--- config.mk ---
export PLATFORM = sky130hd
export DESIGN_NAME = instruction_cache_controller
export DESIGN_NICKNAME = d
export VERILOG_FILES = /design/src/rtl/icache_pkg.sv /design/src/rtl/icache_line_array.sv /design/src/rtl/instruction_cache_controller.sv
export SDC_FILE = /design/constraint.sdc
export NUM_CORES = 1
export LEC_CHECK = 0
export BUFFER_PORTS_ARGS = -buffer_cell sky130_fd_sc_hd__buf_2
export CORE_MARGIN = 4
export CORE_UTILIZATION = 50
export DETAILED_ROUTE_END_ITERATION = 12
export GPL_TIMING_DRIVEN = 0
export PLACE_DENSITY = 0.77
export SYNTH_ARGS = -nofsm -noshare
export SYNTH_HDL_FRONTEND = slang
export SYNTH_SLANG_ARGS = --single-unit
--- constraint.sdc ---
create_clock -name CLK -period 13.22 [get_ports CLK]
set_clock_uncertainty 0.15 [all_clocks]
set_input_delay 0.661 -clock CLK [delete_from_list [all_inputs] [get_ports CLK]]
set_output_delay 0.661 -clock CLK [all_outputs]
set_load 0.01 [all_outputs]
--- src/rtl/icache_pkg.sv ---
// Shared types and address-field constants for the direct-mapped instruction cache.
package icache_pkg;

    localparam int NUM_SETS   = 8;
    localparam int INDEX_W    = $clog2(NUM_SETS);
    localparam int ADDR_W     = 32;
    localparam int MEM_ADDR_W = 28;
    localparam int OFFSET_W   = 2;
    localparam int BLOCK_W    = 128;
    localparam int WORD_W     = 32;
    localparam int TAG_W      = MEM_ADDR_W - INDEX_W;
    localparam int OFFSET_LSB = 2;
    localparam int INDEX_LSB  = OFFSET_LSB + OFFSET_W;
    localparam int TAG_LSB    = INDEX_LSB + INDEX_W;

    typedef enum logic [1:0] {
        IDLE   = 2'd0,
        MEM_RD = 2'd1,
        UPDATE = 2'd2
    } state_e;

    // Word n of a block lives at bits [32n+31:32n].
    function automatic logic [WORD_W-1:0] sel_word(
        input logic [BLOCK_W-1:0]  blk,
        input logic [OFFSET_W-1:0] off
    );
        return blk[{off, 5'b0} +: WORD_W];
    endfunction

endpackage

--- src/rtl/icache_line_array.sv ---
// Valid/tag/data storage: synchronous fill port, asynchronous read by index.
module icache_line_array
    import icache_pkg::*;
(
    input  logic               CLK,
    input  logic               RESET,
    input  logic               we_i,
    input  logic [INDEX_W-1:0] wr_index_i,
    input  logic [TAG_W-1:0]   wr_tag_i,
    input  logic [BLOCK_W-1:0] wr_data_i,
    input  logic [INDEX_W-1:0] rd_index_i,
    output logic               rd_valid_o,
    output logic [TAG_W-1:0]   rd_tag_o,
    output logic [BLOCK_W-1:0] rd_data_o
);

    logic [NUM_SETS-1:0] valid_q;
    logic [TAG_W-1:0]    tag_q  [NUM_SETS];
    logic [BLOCK_W-1:0]  data_q [NUM_SETS];

    always_ff @(posedge CLK) begin
        if (RESET) begin
            valid_q <= '0;
        end else if (we_i) begin
            valid_q[wr_index_i] <= 1'b1;
        end
    end

    // Tag/data need no reset: an invalid line is never read as a hit.
    always_ff @(posedge CLK) begin
        if (we_i && !RESET) begin
            tag_q[wr_index_i]  <= wr_tag_i;
            data_q[wr_index_i] <= wr_data_i;
        end
    end

    assign rd_valid_o = valid_q[rd_index_i];
    assign rd_tag_o   = tag_q[rd_index_i];
    assign rd_data_o  = data_q[rd_index_i];

endmodule

--- src/rtl/instruction_cache_controller.sv ---
// Direct-mapped I-cache: hit compare, word mux and block-fill FSM
// in front of a 128-bit instruction memory.
module instruction_cache_controller
    import icache_pkg::*;
(
    input  logic                  CLK,
    input  logic                  RESET,
    input  logic [ADDR_W-1:0]     PC,
    output logic [WORD_W-1:0]     INSTRUCTION,
    output logic                  BUSYWAIT,
    output logic                  MEM_READ,
    output logic [MEM_ADDR_W-1:0] MEM_ADDRESS,
    input  logic [BLOCK_W-1:0]    MEM_READDATA,
    input  logic                  MEM_BUSYWAIT
);

    state_e state_q, state_d;
    logic [MEM_ADDR_W-1:0] mem_addr_q, mem_addr_d;
    logic [WORD_W-1:0]     instr_q, instr_d;

    logic [OFFSET_W-1:0] pc_off;
    logic [INDEX_W-1:0]  pc_index;
    logic [TAG_W-1:0]    pc_tag;
    logic                unused_pc;

    assign pc_off    = PC[INDEX_LSB-1:OFFSET_LSB];
    assign pc_index  = PC[TAG_LSB-1:INDEX_LSB];
    assign pc_tag    = PC[ADDR_W-1:TAG_LSB];
    assign unused_pc = ^PC[OFFSET_LSB-1:0];

    logic               line_valid;
    logic [TAG_W-1:0]   line_tag;
    logic [BLOCK_W-1:0] line_data;
    logic               fill_we;
    logic               busy;
    logic               hit;
    logic [WORD_W-1:0]  hit_word;

    // Fill is addressed from the latched block address, never the live PC.
    icache_line_array u_lines (
        .CLK        (CLK),
        .RESET      (RESET),
        .we_i       (fill_we && !RESET),
        .wr_index_i (mem_addr_q[INDEX_W-1:0]),
        .wr_tag_i   (mem_addr_q[MEM_ADDR_W-1:INDEX_W]),
        .wr_data_i  (MEM_READDATA),
        .rd_index_i (pc_index),
        .rd_valid_o (line_valid),
        .rd_tag_o   (line_tag),
        .rd_data_o  (line_data)
    );

    assign hit      = (state_q == IDLE) && line_valid
                      && (line_tag == pc_tag);
    assign hit_word = sel_word(line_data, pc_off);

    always_comb begin
        state_d    = state_q;
        mem_addr_d = mem_addr_q;
        busy       = 1'b0;
        MEM_READ   = 1'b0;
        fill_we    = 1'b0;
        unique case (state_q)
            IDLE: begin
                if (!hit) begin
                    busy       = 1'b1;
                    mem_addr_d = PC[ADDR_W-1:INDEX_LSB];
                    state_d    = MEM_RD;
                end
            end
            MEM_RD: begin
                busy     = 1'b1;
                MEM_READ = 1'b1;
                if (!MEM_BUSYWAIT) state_d = UPDATE;
            end
            UPDATE: begin
                busy    = 1'b1;
                fill_we = 1'b1;
                state_d = IDLE;
            end
            default: state_d = IDLE;
        endcase
    end

    assign instr_d = hit ? hit_word : instr_q;

    always_ff @(posedge CLK) begin
        if (RESET) begin
            state_q    <= IDLE;
            mem_addr_q <= '0;
            instr_q    <= '0;
        end else begin
            state_q    <= state_d;
            mem_addr_q <= mem_addr_d;
            instr_q    <= instr_d;
        end
    end

    // Outputs are forced quiet while RESET is held so nothing is X pre-reset.
    assign BUSYWAIT    = busy && !RESET;
    assign INSTRUCTION = RESET ? '0 : instr_d;
    assign MEM_ADDRESS = mem_addr_q;

endmodule
==> run metrics <==
status finished, final reports clean; syn_nets 2,246; Avg WL per Cell 31.6 um; routability cong. 0.787; Pins Over Slew Limit 0; final setup violation count 0; max-cap violation count 0; M1 GR Usage 31.0%; Die Area 103,000 um^2; die width 322 um; Synth top area share 74.8%; number of global-route vias before repair 25,500; Setup crit end kind primary output; sequential area share after synthesis 77.6%; async set or reset register ratio after synthesis 0%; Gate Count Post-Synth 2,078; Post-Syn Area 49,200 um^2; Worst slew margin 18.8%; Routed WL 124,000 um; PD cells 146 nW/um^2; Synth area leader edfxtp_1; top post-synthesis cells by area edfxtp_1 (75%), mux4_2 (17%), dfxtp_1 (2.9%), mux2i_1 (1.7%), nand2_1 (0.51%); Via density 6.30; Unique masters post-synth 30; most common cell in the netlist edfxtp_1; Worst-Margin Slew 1.21 ns; Area growth, synth to finish 16.4%; post-route cell area 57,200 um^2; Ys Warns 0; DP Area 53,300 um^2; post-route clock period utilization 50.0%; synthesized flop and latch total 1,294; Final #Nets 2,666; die height 322 um; Max Freq 151 MHz; EDFF count, synth 1,224; HP Class in2reg; ANT nets after route 0; GR peak layer met2; hpwl dp 79,400 um; # DRC 0; CP Class in2out; CTS H-Tree Depth 3; RSZ-0062 raised after global routing false; syn avg cell area 23.7 um^2; I/O pin count 225; largest net degree at the start of global routing 26; worst path required time 12.41 ns; first-pass GRT wire length 178,000 um; CP Data Arrival Time 5.80 ns; Static Leakage 18.6 nW; FP Rows 114; CTS tree yes; GR Util All Layers 23.9%; post-layout min period 6.61 ns; final hold vios 0; Post-CTS Hold Fix Bufs 0; CTS Sinks 1,294; Vias 24,600; first-pass iteration count of the detailed router 6; Worst setup SP type input port; pre-CTS setup slack 6.86 ns; IO Port Bufs 217; Initial Utilization 50.6%; global route total overflow 0; worst setup margin 6.61 ns; Clk pin slew, worst setup/hold paths 0.06 ns; Max VDD drop 0.110 mV; initial antenna violation count 52; most instantiated cells after synthesis edfxtp_1 (1,224), mux4_2 (372), mux2i_1 (83); 1st-iter DRT viols 3,397; M2 GR Usage 39.2%; clk_lat worst skew 0.70 ns; CTS Buffer Depth 3; layout cells sized above 1 34.7%; clk root buf clkbuf_16; CTS Buf Count 117; crit path max fanout 10; Primary FF master, synth edfxtp_1; fillers 6,514; GR Util met3 6.57%; core area 97,100 um^2; setup bufs post-CTS 0; fin util 58.9%; CTS-repair resized insts 0
layer usage:
layer,up-vias,share of wire (%)
met4,24,3.5
met1,12900,35
met5,-,0.13
met3,296,11
met2,1607,50
li1,9767,-
cell families after synthesis:
logic type / after synthesis / share of synthesized area (%)
fa+ha+maj: 5 / 0.127
simple gates: 108 / 0.982
flops: 1294 / 77.6
buf+inv: 121 / 1.09
xor+xnor: 25 / 0.445
mux: 456 / 18.8
compound gates: 69 / 0.977
layout by cell type (no fill, tap or decap), types with 25 or more instances in the layout:
cell / instances
clkbuf_1: 96
nand2_1: 67
mux4_2: 372
edfxtp_1: 1224
clkinv_2: 25
buf_2: 259
dfxtp_1: 70
diode_2: 36
buf_12: 36
mux2i_1: 83
clkbuf_16: 119
xor2_1: 25
buf_6: 36
a31oi_1: 34
a211oi_1: 32
critical path, stage by stage:
cell and delay, ns:
buf_2 0.12, clkbuf_1 0.51, clkbuf_1 0.63, mux4_2 0.42, mux2i_1 0.23, xor2_1 0.28, nand4_1 0.20, nor3_2 0.91
clkbuf_1 0.46, a31oi_1 0.17, a211oi_1 0.89, buf_2 0.29
flip-flops by register name, indices dropped and copies added (netlist names):
name	cells
u_lines.data_q	1024
u_lines.tag_q	200
state_q	2
u_lines.valid_q	8
MEM_ADDRESS	28
instr_q	32
through the flow:
stage,hold WS [ns],power (mW),setup TNS (ns),instances
2_1_floorplan,0.285,4.88,0,2078
3_3_place_gp,0.295,5.05,-5255.23,3571
3_5_place_dp,0.320,5.06,0,3655
4_1_cts,0.0362,8.41,0,3876
5_1_grt,0.0719,8.63,0,3893
6_report,0.0746,8.38,0,3912
worst paths after layout:
| path | from | to | slack (ns) | cells past startpoint |
|---|---|---|---|---|
| hold / removal | MEM_READDATA[65] | u_lines.data_q[7][65]$_DFFE_PP_ | 0.07 | 1 |
| setup / recovery | PC[6] | INSTRUCTION[22] | 6.61 | 12 |
| hold reg to reg | u_lines.valid_q[6]$_SDFFE_PP0P_ | u_lines.valid_q[6]$_SDFFE_PP0P_ | 0.34 | 2 |
| setup reg to reg | u_lines.tag_q[7][2]$_DFFE_PP_ | instr_q[22]$_DFF_P_ | 8.85 | 8 |
report_power, final:
group / internal (mW) / switching [mW] / leakage (nW)
registers: 4.52 / 0.0291 / 11.6
logic: 0.184 / 0.251 / 5.14
clock network: 1.94 / 1.46 / 1.89
cell type report:
type	count	area [um^2]	area share, %
flip-flops and latches	1294	38200	66.7
multi-input cells	663	10500	18.4
clock buffers	157	3170	5.54
repair buffers	301	2480	4.34
well taps	1276	1600	2.79
clock inverters	64	669	1.17
plain buffers	117	522	0.912
diodes	36	90.1	0.157
inverters	4	15.0	0.0262
No activity file was read; power rests on OpenSTA's default activity.
